## src/rtl/ttl_74193_sync.sv

```systemverilog
// 74LS193 4-bit up/down counter re-timed into a single clock domain.
// Optional macro TTL74193_REG_TC_EN registers the terminal-count outputs.
module ttl_74193_sync #(
   parameter logic [3:0] RESET_VALUE = 4'h0
) (
   input  logic       Clk,
   input  logic       Reset,
   input  logic       CLR,
   input  logic       PLn,
   input  logic [3:0] D,
   input  logic       UP,
   input  logic       DOWN,
   output logic [3:0] Q,
   output logic       TCUn,
   output logic       TCDn
);

   logic [3:0] cnt_q, cnt_d;
   logic       up_q, up_d;
   logic       dn_q, dn_d;
   logic       up_rise, dn_rise;

   always_comb begin
      up_d    = UP;
      dn_d    = DOWN;
      cnt_d   = cnt_q;
      up_rise = UP & ~up_q;
      dn_rise = DOWN & ~dn_q;
      if (CLR) begin
         cnt_d = '0;
      end else if (!PLn) begin
         cnt_d = D;
      end else if (up_rise && !dn_rise && DOWN) begin
         cnt_d = cnt_q + 4'd1;
      end else if (dn_rise && !up_rise && UP) begin
         cnt_d = cnt_q - 4'd1;
      end
   end

   // Trackers reset high so inputs held high across reset release give no edge.
   always_ff @(posedge Clk or posedge Reset) begin
      if (Reset) begin
         cnt_q <= RESET_VALUE;
         up_q  <= 1'b1;
         dn_q  <= 1'b1;
      end else begin
         cnt_q <= cnt_d;
         up_q  <= up_d;
         dn_q  <= dn_d;
      end
   end

   assign Q = cnt_q;

`ifdef TTL74193_REG_TC_EN
   logic tcu_q, tcu_d;
   logic tcd_q, tcd_d;

   always_comb begin
      tcu_d = ~((cnt_d == 4'hF) & ~UP);
      tcd_d = ~((cnt_d == 4'h0) & ~DOWN);
   end

   always_ff @(posedge Clk or posedge Reset) begin
      if (Reset) begin
         tcu_q <= 1'b1;
         tcd_q <= 1'b1;
      end else begin
         tcu_q <= tcu_d;
         tcd_q <= tcd_d;
      end
   end

   assign TCUn = tcu_q;
   assign TCDn = tcd_q;
`else
   assign TCUn = ~((cnt_q == 4'hF) & ~UP);
   assign TCDn = ~((cnt_q == 4'h0) & ~DOWN);
`endif

endmodule

```

## config.mk

```make
export PLATFORM = sky130hd
export DESIGN_NAME = ttl_74193_sync
export DESIGN_NICKNAME = d
export VERILOG_FILES = /design/src/rtl/ttl_74193_sync.sv
export SDC_FILE = /design/constraint.sdc
export NUM_CORES = 1
export LEC_CHECK = 0
export CAP_MARGIN = 20
export CORE_AREA = 2 2 39 41
export DETAILED_ROUTE_END_ITERATION = 7
export DIE_AREA = 0 0 41 43
export GPL_TIMING_DRIVEN = 0
export PLACE_DENSITY_LB_ADDON = 0.15
export SYNTH_ARGS = -nofsm -noshare
export SYNTH_HDL_FRONTEND = slang
export SYNTH_SLANG_ARGS = --single-unit
export TNS_END_PERCENT = 100
```

## constraint.sdc

```tcl
create_clock -name Clk -period 4.6 [get_ports Clk]
set_clock_uncertainty 0.05 [all_clocks]
set_input_delay 1.15 -clock Clk [delete_from_list [all_inputs] [get_ports Clk]]
set_output_delay 1.15 -clock Clk [all_outputs]
set_load 0.01 [all_outputs]
```

After elaboration in Yosys (flattened, before gate mapping)
Index checks and enable logic that the tools add are counted.

Bits in registers: 6. Output and inout port bits: 6. Logic and storage cells: 28.

Mux-type cells: 4. $add $sub $neg: 2. Reduce and logical (&&, ||, !) cells: 7. Bitwise logic cells: 10. Eq/ne operators: 2.

Operators with widths (count): $mux 4 (4); $not 1->1 (6); $add 4x1->4 const B (1); $and 1x1->1 (4); $eq 4x4->1 const B (1); $logic_and 1x1->1 (4); $logic_not 4->1 (1); $ne 4x2->1 const B (1); $sub 4x1->4 const B (1); $logic_not 1->1 (2).

Longest topological paths before layout
Gate-level depths: netlist of the first run.

Word-level depth: 9. Gate-level depth with buffers: 6.

Worst setup path before layout of the first run
OpenSTA, ideal clock, no wires.

Path type: input to register. Start point: input port DOWN. End point: register cnt_q[3], in the netlist Q[3]. Setup slack: 1.853 ns. Data required time: 4.424 ns. Arrival time: 2.571 ns. Setup time: 0.126 ns. Path buffers: 0. Stages on the path: 6. Cell sequence: nand4b_1 -> ha_1 -> a21o_1 -> a2111oi_0 -> a2111oi_2 -> o311a_1.

Word-level cells in the longest chain between the ends: 7.

Ends and longest elaborated chain: from (decl) (line 12) `input logic DOWN,`; $and 1x1->1 (line 28) `dn_rise = DOWN & ~dn_q;`; $logic_not 1->1 (line 33) `end else if (up_rise && !dn_rise && DOWN) begin`; $logic_and 1x1->1 (2 in series) (line 33); $mux 4 (line 33); $mux 4 (line 31) `end else if (!PLn) begin`; $mux 4 (line 29) `if (CLR) begin`; to (signal assigned) (line 47) `cnt_q <= cnt_d;`; to (decl) (line 18) `logic [3:0] cnt_q, cnt_d;`.

Parallel ways exist; a longest one is shown, timed or not. A chain may end at the register's enable or synchronous reset.

Final worst setup path of the first run
Start point: input port UP. End point: output port TCUn.

Word-level cells in the longest chain between the ends: 3.

Ends and longest elaborated chain: from (decl) (line 11) `input logic UP,`; $not 1->1 (line 77) `assign TCUn = ~((cnt_q == 4'hF) & ~UP);`; $and 1x1->1 (line 77); $not 1->1 (line 77); to (decl) (line 14) `output logic TCUn,`.

Every way passes these cells.

==> metrics.txt, run 1 <==
Mean Syn Cell Area=10.21 µm²; Mapped Cells=43; CTS Buf Count=3; Multi-input gate area=277.8 µm²; Mapped Area=439.2 µm²; syn nets=56; Max-cap violations=0; Congestion Overflow GR=0; CTS Buffer Depth=2; die height=43 µm; synth unique cells=29; crit start category=primary input; worst hold start=Q[3]$_DFFE_PP0P_; CP required=3400 ps; placed cells=73; register area=152.6 µm²; setup bufs post-CTS=0; hold crit path type=reg -> reg; worst path bufs/invs=2; first-pass GRT wire length=1.683 mm; non-filler instance count after layout=77; initial antenna violation count=0; TNS Setup=0 ps; via count=408; Post-synth ARST share=100.0%; most frequent cells in the layout=clkdlybuf4s50_1, dfrtp_1, nor2_1, clkbuf_4; Root Buffer=clkbuf_4; vias in the first global route=412; Period minus WS final=3543 ps; Peak Freq=0.2823 GHz; final setup fails=0; Antenna Nets Post-Route=0; final critical-path share of the clock period=77.02%; Post-synth EDFFs=0; crit path from=UP; outcome=finished, final reports clean; clk_lat worst skew=250 ps; final setup margin=1057 ps; Max stage delay on crit path=530 ps; Routed WL=919 µm; kind of cell adding the most delay to the critical path=buffers and inverters; CTS Hold Bufs=0; DP Area=599.3 µm²; share of layout cells above drive strength 1=16.39%; Max VDD drop=0.2061 mV; worst reg2reg startpoint=dn_q$_DFF_PP1_; largest cells by area after synthesis=dfrtp_1, dfstp_2, ha_1; Pwr per Cell Area=255.6 nW/µm²; final hold viol count=0; Leak Pwr=0.2579 nW; CTS tree=yes; CP max stage cell=clkdlybuf4s50_1; GRT Total Usage=14.37%; design area=625.6 µm²; drt pass-1 iters=2; largest net degree at the start of global routing=11; crit path max fanout=4; fillers=128; DRC=0; Die Span X=41 µm; GP Congestion=0.7325; P&R area growth vs syn=42.45%; crit-path most repeated cell=clkdlybuf4s50_1; Starting Density=31.74%; top_reg_cell synth=dfrtp_1; Rows=14; vias per inst=5.299; Worst Setup End Kind=output port; crit path cell chain=clkdlybuf4s50_1, nor2b_1, nand4_1, clkdlybuf4s50_1; Core Area=1384 µm²; crit path DAT=2340 ps; clock transition at the registers of the reported paths=40 ps; RSZ-0062 raised after global routing=false; Antenna Diode Count=0; Die ar.=1763 µm²; CTS resizes=0; PortBufs=14; Final Hold Slack=681.5 ps; Seq/Total Area, Yosys=34.76%; Slew Limit Fails=0; nets@finish=75; commonest non-fill, non-tap cell in the layout=clkdlybuf4s50_1; WL per Instance=11.94 µm; Rel. slew slack=65.56%; yosys warns=0; Setup CP Type=in -> out; H-Tree Depth=1; largest area contributor in the netlist=dfrtp_1; flops & latches, synth=6; top-area cell type share of the netlist area=22.79%; Worst-Margin Slew=503.5 ps; # IOs=16; Initial DRC Count=1; pre-CTS WS=1051 ps; total clock sinks=6
-- per-layer routing --
| layer | share of wire, % | GRT usage [%] |
|---|---|---|
| met1 | 43 | 18.15 |
| met2 | 49 | 19.69 |
| met3 | 6.1 | 4.712 |
| met4 | 2.2 | 10.00 |
| met5 | 0 | 0 |
-- where the power goes --
group / switching (mW) / internal [mW] / total, mW
registers: 0.00600 / 0.0573 / 0.0633
logic: 0.0190 / 0.0249 / 0.0438
clock network: 0.0198 / 0.0329 / 0.0528
-- path summary, 6_finish.rpt --
path	end	slack, ps	cells after the start
hold reg to reg	Q[3]$_DFFE_PP0P_	680	2
max in group asynchronous	dn_q$_DFF_PP1_	3190	2
setup / recovery	TCUn	1060	4
setup reg to reg	Q[3]$_DFFE_PP0P_	2290	6
hold / removal	Q[3]$_DFFE_PP0P_	680	2
min in group asynchronous	Q[0]$_DFFE_PP0P_	1060	2
-- metrics by stage --
step | total power, mW | util, %
3_5_place_dp | 0.1080 | 43.31
4_1_cts | 0.1625 | 45.21
3_3_place_gp | 0.1083 | 43.31
2_1_floorplan | 0.08785 | -
5_1_grt | 0.1719 | 45.21
6_report | 0.1599 | 45.21
-- registers in the layout (all words and copies together) (netlist names) --
name	cells
Q	4
up_q	1
dn_q	1
-- cell families after synthesis --
group,share of synthesized area [%]
AND/OR/NAND/NOR,20.80
AO/OA/AOI/OAI,22.22
flip-flops,34.76
XOR/XNOR,7.694
adder cells (fa/ha/maj),10.26
buffers and inverters,1.992
multiplexers,2.279
-- final cells by class --
class | instances | area share (%)
Buffer | 1 | 0.8000
Clock buffer | 4 | 4.200
Inverter | 1 | 0.6000
Multi-Input combinational cell | 35 | 44.40
Sequential cell | 6 | 24.40
Tap cell | 16 | 3.200
Timing Repair Buffer | 14 | 22.40
-- cell usage after synthesis, types with 2 or more instances --
master and number:
dfrtp_1 4, nor2_1 3, a211oi_1 2, a21o_1 2
a21oi_1 2, dfstp_2 2, ha_1 2, nand2_1 2
nand2b_1 2, nor2b_1 2, xor2_1 2
-- worst register-to-register path: stages (launching register included) --
cell and delay, ps:
dfstp_2 540, nand4b_1 260, ha_1 370, a21o_1 180, a2111oi_0 520, a2111oi_2 110, o311a_1 160
(Power assumes the default switching activity.)
==> run 2, diff against run 1 <==
clock period = 3.2 ns   (was 4.6 ns; I/O delays follow)
==> results of run 2 <==
Same layout as run 1 (identical final DEF). Status: finished, final reports clean.
Among the figures that moved: setup slack after placement 1051 ps -> 82.44 ps; setup slack after layout 1057 ps -> 323.3 ps; start point of the critical path UP -> DOWN; end point of the critical path TCUn -> Q[3]$_DFFE_PP0P_; register-to-register setup slack 2290 ps -> 890 ps; total power 0.1599 mW -> 0.2299 mW; worst IR drop on VDD 0.2061 mV -> 0.2962 mV
